`src/rtl/bcd_pkg.sv`:
```
// Shared types and constants for the serial BCD adder: digit type, controller states,
// and the decimal correction constants.
package bcd_pkg;

  typedef logic [3:0] bcd_digit_t;

  typedef enum logic [1:0] {
    IDLE = 2'd0,
    RUN  = 2'd1,
    DONE = 2'd2
  } bcd_ctrl_state_t;

  localparam bcd_digit_t BCD_MAX = 4'd9;
  localparam bcd_digit_t BCD_ADJ = 4'd6;

endpackage

```
`src/rtl/bcd_digit_add.sv`:
```
// Single-digit combinational BCD adder with decimal carry and invalid-digit flag.
module bcd_digit_add
  import bcd_pkg::*;
(
  input  logic [3:0] a,
  input  logic [3:0] b,
  input  logic       cin,
  output logic [3:0] digit,
  output logic       cout,
  output logic       bad_digit
);

  logic [4:0] w_s5;

  always_comb begin
    w_s5      = {1'b0, a} + {1'b0, b} + {4'b0000, cin};
    digit     = w_s5[3:0];
    cout      = 1'b0;
    // Adding 6 skips the six unused codes; only the low nibble survives.
    if (w_s5 > {1'b0, BCD_MAX}) begin
      digit = w_s5[3:0] + BCD_ADJ;
      cout  = 1'b1;
    end
    bad_digit = (a > BCD_MAX) || (b > BCD_MAX);
  end

endmodule

```
`src/rtl/bcd_serial_add_ctrl.sv`:
```
// Multi-digit BCD add sequencer: one shared digit adder stepped LSD-first over the
// captured operands, with valid/ready handshakes on both the operand and result sides.
module bcd_serial_add_ctrl
  import bcd_pkg::*;
#(
  parameter int DIGITS = 4
) (
  input  logic                clk,
  input  logic                reset_n,
  input  logic                in_valid,
  output logic                in_ready,
  input  logic [4*DIGITS-1:0] a,
  input  logic [4*DIGITS-1:0] b,
  input  logic                carry_in,
  output logic                out_valid,
  input  logic                out_ready,
  output logic [4*DIGITS-1:0] sum,
  output logic                carry_out,
  output logic                err
);

  localparam int               CNT_W    = (DIGITS > 1) ? $clog2(DIGITS) : 1;
  localparam logic [CNT_W-1:0] CNT_LAST = CNT_W'(DIGITS - 1);

  bcd_ctrl_state_t     r_state;
  bcd_ctrl_state_t     w_state_nxt;
  logic [CNT_W-1:0]    r_cnt;
  logic [4*DIGITS-1:0] r_a;
  logic [4*DIGITS-1:0] r_b;
  logic [4*DIGITS-1:0] r_sum;
  logic                r_c;
  logic                r_cout;
  logic                r_err;

  logic [3:0]          w_a_k;
  logic [3:0]          w_b_k;
  logic [3:0]          w_digit;
  logic                w_cout;
  logic                w_bad;
  logic                w_accept;

  always_comb begin
    w_a_k = '0;
    w_b_k = '0;
    for (int i = 0; i < DIGITS; i++) begin
      if (r_cnt == CNT_W'(i)) begin
        w_a_k = r_a[4*i +: 4];
        w_b_k = r_b[4*i +: 4];
      end
    end
  end

  bcd_digit_add u_digit_add (
    .a         (w_a_k),
    .b         (w_b_k),
    .cin       (r_c),
    .digit     (w_digit),
    .cout      (w_cout),
    .bad_digit (w_bad)
  );

  always_ff @(posedge clk or negedge reset_n) begin
    if (!reset_n) begin
      r_state <= IDLE;
    end else begin
      r_state <= w_state_nxt;
    end
  end

  always_comb begin
    w_state_nxt = r_state;
    in_ready    = 1'b0;
    out_valid   = 1'b0;
    w_accept    = 1'b0;
    case (r_state)
      IDLE: begin
        in_ready = 1'b1;
        if (in_valid) begin
          w_accept    = 1'b1;
          w_state_nxt = RUN;
        end
      end
      RUN: begin
        if (r_cnt == CNT_LAST) begin
          w_state_nxt = DONE;
        end
      end
      DONE: begin
        out_valid = 1'b1;
        if (out_ready) begin
          w_state_nxt = IDLE;
        end
      end
      default: w_state_nxt = IDLE;
    endcase
  end

  always_ff @(posedge clk or negedge reset_n) begin
    if (!reset_n) begin
      r_a    <= '0;
      r_b    <= '0;
      r_c    <= 1'b0;
      r_cnt  <= '0;
      r_sum  <= '0;
      r_cout <= 1'b0;
      r_err  <= 1'b0;
    end else if (w_accept) begin
      r_a    <= a;
      r_b    <= b;
      r_c    <= carry_in;
      r_cnt  <= '0;
      r_sum  <= '0;
      r_cout <= 1'b0;
      r_err  <= 1'b0;
    end else if (r_state == RUN) begin
      for (int i = 0; i < DIGITS; i++) begin
        if (r_cnt == CNT_W'(i)) begin
          r_sum[4*i +: 4] <= w_digit;
        end
      end
      r_c <= w_cout;
      if (w_bad) begin
        r_err <= 1'b1;
      end
      if (r_cnt == CNT_LAST) begin
        r_cout <= w_cout;
      end else begin
        r_cnt <= r_cnt + CNT_W'(1);
      end
    end
  end

  assign sum       = r_sum;
  assign carry_out = r_cout;
  assign err       = r_err;

endmodule
```
`config.mk`:
```
export PLATFORM = sky130hd
export DESIGN_NAME = bcd_serial_add_ctrl
export DESIGN_NICKNAME = d
export VERILOG_FILES = /design/src/rtl/bcd_pkg.sv /design/src/rtl/bcd_digit_add.sv /design/src/rtl/bcd_serial_add_ctrl.sv
export SDC_FILE = /design/constraint.sdc
export NUM_CORES = 1
export LEC_CHECK = 0
export CORE_MARGIN = 2
export CORE_UTILIZATION = 52
export CTS_CLUSTER_DIAMETER = 60
export DETAILED_ROUTE_END_ITERATION = 7
export PLACE_DENSITY = 0.79
export SLEW_MARGIN = 20
export SYNTH_ARGS = -nofsm -noshare
export SYNTH_HDL_FRONTEND = slang
export SYNTH_SLANG_ARGS = --single-unit
```
`constraint.sdc`:
```
create_clock -name clk -period 4.2 [get_ports clk]
set_input_delay 1.05 -clock clk [delete_from_list [all_inputs] [get_ports clk]]
set_output_delay 1.05 -clock clk [all_outputs]
set_load 0.005 [all_outputs]
```
; Yosys cells after proc, flatten, opt, wreduce, memory -nomap -nowiden
; Index checks and enable logic that the tools add are counted.
[word_totals]
ff_bits = 55
input_bits = 37
out_inout_bits = 20
[op_classes]
addsub = 4
mux = 35
eq_ne = 9
reduce_logical = 16
order_cmp = 3
[ops]
columns = op, count
row1 = 4-bit 2-to-1 mux, 13
row2 = 16-bit 2-to-1 mux, 2
row3 = 1-bit 2-to-1 mux, 13
row4 = 2-bit 2-to-1 mux, 6
row5 = 2-bit AND reduction, 6
row6 = 2-bit nonzero test, 6
row7 = 4-bit > comparator (second input constant), 2
row8 = 2-bit inequality test (second input constant), 4
row9 = 2-bit equality test (second input constant), 3
row10 = 2-bit one-hot mux with 3 select lines, 1
row11 = 4-bit by 4-bit adder with 5-bit output, 1
row12 = 5-bit by 1-bit adder with 5-bit output, 1
row13 = 5-bit by 4-bit > comparator with 1-bit output (second input constant), 1
row14 = 4-bit by 3-bit adder with 4-bit output (second input constant), 1
row15 = 2-bit by 1-bit equality test with 1-bit output (second input constant), 2
row16 = 2-bit logical NOT, 2
row17 = 3-bit AND reduction, 1
row18 = 2-bit by 1-bit adder with 2-bit output (second input constant), 1
row19 = 1-bit logical OR, 1

; Longest topological paths before layout
[logic_depth]
ltp_word = 12
ltp_mapped = 16

; Modules after synthesis
; A second synthesis with hierarchy kept.
[unflattened]
cells_unflattened = 247
hier_area_um2 = 2875.3
[modules_own_cells]
columns = module, area_per_inst_um2, n_inst, cells_per_inst, seq_area_each_um2
row1 = bcd_serial_add_ctrl, 2650.0, 1, 222, 1376.3
row2 = bcd_digit_add, 225.2, 1, 25, 0.0

; Worst setup path after synthesis
; Ideal clock, no wire load.
[synth_path]
kind = register to register
startpoint = register r_cnt[0]
endpoint = register r_sum[13], in the netlist sum[13]
period_less_slack_ps = 3473
path_slack_ps = 727
arrival_time_ps = 3397
stages_incl_launch_ff = 17
path_cell_list = dfrtp_1 -> inv_1 -> ha_1 -> buf_2 -> buf_2 -> a21oi_1 -> a21oi_1 -> nor2_1 -> a21oi_1 -> fa_1 -> fa_1 -> xor2_1 -> ha_1 -> mux2_2 -> o311ai_1 -> a32oi_2 -> o21ai_1
[synth_via]
elab_chain_cells = 12
[synth_lines]
columns = item, line
row1 = "start, declared", bcd_serial_add_ctrl.sv:27  ; logic [CNT_W-1:0] r_cnt;
row2 = "start signal, assigned", bcd_serial_add_ctrl.sv:128  ; r_cnt <= r_cnt + CNT_W'(1);
row3 = 2-bit logical NOT, bcd_serial_add_ctrl.sv:46  ; if (r_cnt == CNT_W'(i)) begin
row4 = 4-bit 2-to-1 mux (4 in a row), bcd_serial_add_ctrl.sv:46
row5 = 4-bit by 4-bit adder with 5-bit output, bcd_digit_add.sv:16  ; w_s5 = {1'b0, a} + {1'b0, b} + {4'b0000, cin};
row6 = 5-bit by 1-bit adder with 5-bit output, bcd_digit_add.sv:16
row7 = 4-bit by 3-bit adder with 4-bit output / 5-bit by 4-bit > comparator with 1-bit output (equally long branches), "bcd_digit_add.sv:21, bcd_digit_add.sv:20"
row8 = 4-bit 2-to-1 mux, bcd_digit_add.sv:20  ; if (w_s5 > {1'b0, BCD_MAX}) begin
row9 = 4-bit 2-to-1 mux, bcd_serial_add_ctrl.sv:117  ; if (r_cnt == CNT_W'(i)) begin
row10 = 16-bit 2-to-1 mux, bcd_serial_add_ctrl.sv:115  ; end else if (r_state == RUN) begin
row11 = 16-bit 2-to-1 mux, bcd_serial_add_ctrl.sv:107  ; end else if (w_accept) begin
row12 = "end signal, assigned by index", bcd_serial_add_ctrl.sv:118  ; r_sum[4*i +: 4] <= w_digit;
row13 = "end, declared", bcd_serial_add_ctrl.sv:30  ; logic [4*DIGITS-1:0] r_sum;
; Parallel ways exist; a longest one is shown, timed or not. The select of a mux whose other input is x is not followed.
; A chain may end at the register's enable or synchronous reset.

; Worst setup path after layout
[layout_path]
startpoint = register r_cnt[0]
endpoint = register r_sum[9], in the netlist sum[9]
; Same word-level chain as after synthesis.

==> impl_metrics.csv <==
group,metric,value,unit
outcome,status,"finished clean",
cts,cts_max_level,2,
cts,cts_tree,"built",
cts,ctsResizeCount,0,
setup_path,cp-end-kind,"register",
setup_path,worst-r2r-cell-count,15,
sta,fmax,0.257,GHz
grt,grt_pass1_vias,2304,
synth,synth_edf_count,0,
synth,synth_nets,384,
route,vias,2428,
grt,grt.total_usage,0.216,
power_and_ir_drop,powerDensity,962,mW/mm²
synth,ys.flop_type,"dfrtp_1",
grt,antenna_found_initial,0,
setup_path,cp.required,4.43,ns
power_and_ir_drop,p_leak,0.00165,µW
synth,synth.area.top_cells,"dfrtp_1 48%, nand2_1 15%, a21oi_1 5.9%",
place,hpwlAfterDp,4550,µm
sta,hold_viol_final,0,
die,die_h,78.2,µm
die,die_area,0.00612,mm²
setup_path,r2r_slack,0.31,ns
route,ant_nets,0,
setup_path,critPathTopFamily,"adder cells",
grt,grt_max_degree,39,
setup_path,path_buf_inv,1,
route,wl_met3,299,µm
final_layout,final_area,0.00355,mm²
sta,fin_crit_sh,0.927,
worst_hold_path,hp-class,"register to register",
final_layout,area_delta_synth_final,23.8,%
synth,synth_seq_cells,55,
die,row_count,27,
sta,rsz0062_at_grt,"no",
setup_path,cp_max_fo,12,
final_layout,diodes,0,
synth,yosysSeqAreaShare,0.480,
cts,clkSlewWorstSetupHoldPaths,0.10,ns
setup_path,slowest_stage,"fa_1",
sta,slew_viol_final,0,
flow_run,maxCapViolCount,0,
final_layout,nets,432,
cts,clkSinkCount,55,
sta,finalSetupViolCount,0,
worst_hold_path,hold_depth,2,
route,drtPass1Iterations,4,
synth,async_flop_share,1.00,
final_layout,stdcell_count,458,
setup_path,path_class,"register to register",
synth,synthCells,337,
route,wl_met1,2960,µm
sta,timing.slew.headroom,0.484,
place,dp.cells,450,
final_layout,regArea,0.00138,mm²
synth,syn-cell-area,0.00287,mm²
sta,setup-tns-final,0,ns
power_and_ir_drop,total_power,3410,µW
worst_hold_path,min-delay-start,"r_a[6]",
synth,synth_top_area_cell,"dfrtp_1",
synth,synth.top_cell.area_share,0.480,
setup_path,path_cells,"inv_1, ha_1, nand3b_1, a21oi_1, a21oi_1, nor2_1, a21oi_1, fa_1, fa_1, xor2_1, ha_1, mux2_2, o311ai_1, a32oi_2, o21ai_1",
setup_path,path_common_cell,"a21oi_1",
worst_hold_path,min_to,"r_a[6]",
die,die_width,78.2,µm
grt,grt_pass1_wl,10500,µm
synth,avgSynthCellArea,8.51,µm²
sta,skew,0.00541,ns
route,wl_per_cell,13.4,µm
sta,worstMarginPinSlew,0.774,ns
route,routed.top_layer,"met4",
route,avgViaCountPerCell,5.30,
cts,clk_root_buffer_cell,"clkbuf_8",
cts,insertion_delay,0.31,ns
setup_path,cp.arrival,4.12,ns
die,start_util,0.530,
synth,yosysWarningCount,0,
cts,post_cts_buffers,0,
place,gp_congestion,0.816,
route,drt-initial-drc-count,137,
cts,cts_buffer_depth,2,
grt,overflow,0,
final_layout,layout-drive-gt1-share,0.0674,
setup_path,worstReg2RegStart,"r_cnt[0]",
place,place_area,0.00346,mm²
cts,hold_buffers,0,
setup_path,timing.rr.end,"sum[9]",
setup_path,critPathLaunchType,"register",
die,core,0.00541,mm²
sta,hold_ws,0.487,ns
die,ios,57,
route,drc_errors,0,
route,route.met2.wl,2820,µm
synth,synth_common_cells,"112 x nand2_1, 55 x dfrtp_1, 34 x a21oi_1, 20 x o21ai_0, 16 x nor2_1",
cts,numCtsBuffers,5,
power_and_ir_drop,ir_drop,0.514,mV
synth,synthMostInstantiatedCell,"nand2_1",
final_layout,multi_input_area,0.00136,mm²
final_layout,n_fill_cell,475,
synth,synth_cell_types,39,
place,io_buffers,56,
sta,min_period,3.89,ns
setup_path,max_stage_delay,0.47,ns
route,drt_wl_total,6150,µm
==> power by group <==
part	total (µW)	switching, µW	internal [µW]
registers	939	169	770
logic	2190	1190	1000
clock network	279	164	115
total	3410	1530	1890
==> kinds of logic after synthesis <==
family / count (synthesis) / synth area share
flip-flops: 55 / 0.480
adder cells (fa/ha/maj): 10 / 0.0489
buffers and inverters: 31 / 0.0458
AND/OR/NAND/NOR: 154 / 0.230
XOR/XNOR: 1 / 0.00306
multiplexers: 2 / 0.00742
AO/OA/AOI/OAI: 84 / 0.185
==> sequential cells by signal, summed over array words and instances, names as in the netlist <==
register and count:
r_c 1, carry_out 1, r_b 16, r_cnt 2, sum 16, err 1, r_state 2, r_a 16
==> per-layer routing <==
| metal | track usage | up-vias |
|---|---|---|
| met1 | 0.299 | 1150 |
| met5 | 0 | - |
| li1 | - | 1211 |
| met3 | 0.0437 | 7 |
| met2 | 0.351 | 60 |
| met4 | 0.0561 | 0 |
==> cells in the final DEF, fill, tap and decap left out, drive strengths merged, types with 2 or more instances in the layout <==
master,netlist,routed
dfrtp,55,55
nor2,16,16
clkdlybuf4s50,0,55
clkinv,0,3
o311ai,2,2
nor2b,8,8
a22o,4,4
nand2b,2,2
and3b,2,2
clkbuf,9,5
ha,8,8
a21oi,34,34
fa,2,2
inv,11,11
a211o,2,2
a31oi,5,5
o21bai,2,2
nand2,112,112
and2,5,5
nand3b,7,7
a22oi,2,2
buf,11,6
o21ai,25,25
==> through the flow <==
step / setup WS, ns / utilization
global placement: 0.533 / 0.641
finish: 0.308 / 0.656
CTS: 0.322 / 0.656
floorplan: 0.727 / -
detailed placement: 0.370 / 0.641
global route: 0.0367 / 0.656
==> worst min-delay path, cell delays in order (launching register included) <==
cell,delay [ns]
dfrtp_1,0.36
nand2_1,0.05
nand2_1,0.05
==> layout make-up <==
type                    count  share of cell area
multi-input cells         251               0.384
inverters                  11              0.0116
clock buffers               5              0.0194
clock inverters             3             0.00423
repair buffers             61               0.167
well taps                  72              0.0254
flip-flops and latches     55               0.388
==> worst max path at each step <==
stage / startpoint / to / cells after the start
finish: r_cnt[0] / sum[9] / 15
global route: r_cnt[0] / sum[9] / 15
CTS: r_cnt[0] / sum[9] / 15
detailed placement: r_cnt[0] / sum[9] / 15
global placement: r_cnt[0] / sum[13] / 15
floorplan: r_cnt[0] / sum[13] / 16
No activity file was read; power rests on OpenSTA's default activity.
==> RTL edit, RTL diff (same settings) <==
Register the output `err` once more, cleared by the reset; this adds one clock of latency there. The other outputs are not delayed to match.
--- a/src/rtl/bcd_serial_add_ctrl.sv
+++ b/src/rtl/bcd_serial_add_ctrl.sv
@@ -132,6 +132,12 @@
 
   assign sum       = r_sum;
   assign carry_out = r_cout;
-  assign err       = r_err;
+  always_ff @(posedge clk or negedge reset_n) begin
+    if (!reset_n) begin
+      err <= '0;
+    end else begin
+      err <= r_err;
+    end
+  end
 
 endmodule
Behaviour: not the same (a bounded check fails within 4 cycles, from zero or initial values and one cycle with reset_n low).
==> RTL edit against the original RTL <==
  * Area after synthesis grew 0.87%
  * Power grew 2.4%
  * Cell area grew 1.4%
  * Non-clock buffer count grew 1
  * Critical path depth is the same
  * Critical path type unchanged
  * Maximum frequency grew 1.4%
  * Sequential power grew 1%
  * Routed wire length grew 0.39%
  * Sequential cell count grew 1
  * Setup slack gained 0.055 ns
==> RTL edit: results (changes against the original RTL) <==
| Metric | Value |
|---|---|
| Status | `finished, final reports clean (unchanged)` |
| HP Start | `r_err (was r_a[6])` |
| Layout cells sized above 1 | `6.96% (was 6.74%)` |
| Cells after DPL | `452 (was 450)` |
| WL/cell | `13.4 microns (about the same)` |
| Period minus WS final | `3.84 ns (was 3.89 ns)` |
| Reg2Reg Capture Point | `sum[1] (was sum[9])` |
| Synth top area cells | `dfrtp_1 (48%), nand2_1 (15%), a21oi_1 (5.9%) (unchanged)` |
| Via/cell ratio | `5.25 (was 5.30)` |
| Initial DRC Count | `100 (was 137)` |
| GRT Util Overall | `21.6% (about the same)` |
| Comb. pwr | `2.23 mW (was 2.19 mW)` |
| Post-synthesis sequential area ratio | `48.5% (was 48.0%)` |
| R2R Setup Slk | `0.36 ns (was 0.31 ns)` |
| Critical path fanouts, max | `14 (was 12)` |
| Comb pwr share | `63.7% (was 64.3%)` |
| CP arrival | `4.07 ns (was 4.12 ns)` |
| CLK BUF | `6 (was 5)` |
| Non-clock buffering overhead | `16.7% (about the same)` |
| Fraction of area in registers | `38.9% (was 38.8%)` |
| Synth Instances | `338 (was 337)` |
| Slew HR | `53.4% (was 48.4%)` |
| Final weighted congestion in routability-driven placement | `0.844 (was 0.816)` |
| Final Skew | `0.00751 ns (was 0.00541 ns)` |
| Non-CTS buffers | `62 (was 61)` |
| Top cells by count, synth | `nand2_1 (112), dfrtp_1 (56), a21oi_1 (34), o21ai_0 (20), nor2_1 (16) (was nand2_1 (112), dfrtp_1 (55), a21oi_1 (34), o21ai_0 (20), nor2_1 (16))` |
| Clk tree area frac | `2.82% (was 2.36%)` |
| NumNets Final | `434 (was 432)` |
| Post-Place Worst Slack | `0.317 ns (was 0.370 ns)` |
| Hold Path Sink | `err (was r_a[6])` |
## RTL edit: changes by cell type in the layout (fill, tap and decap cells not counted), sizes merged
cell / unedited run / this run
clkinv: 3 / 0
buf: 6 / 7
clkbuf: 5 / 6
clkinvlp: 0 / 1
inv: 11 / 12
dfrtp: 55 / 56
## RTL edit: per-layer routing
metal	vias up	share of wire (%)	global-route usage [%]
met5	-	0	0
met4	0	1.4	6.67
met3	9	3.5	3.79
met2	55	48	35.8
met1	1134	47	29.1
li1	1219	-	-
## RTL edit: kinds of logic (layout without fill, tap and decap cells)
| family | after synthesis | after routing | share of synthesized area (%) |
|---|---|---|---|
| compound gates | 84 | 84 | 18.3 |
| xor+xnor | 1 | 1 | 0.303 |
| fa+ha+maj | 10 | 10 | 4.85 |
| buf+inv | 31 | 81 | 4.54 |
| flops | 56 | 56 | 48.5 |
| mux | 2 | 2 | 0.736 |
| simple gates | 154 | 154 | 22.8 |
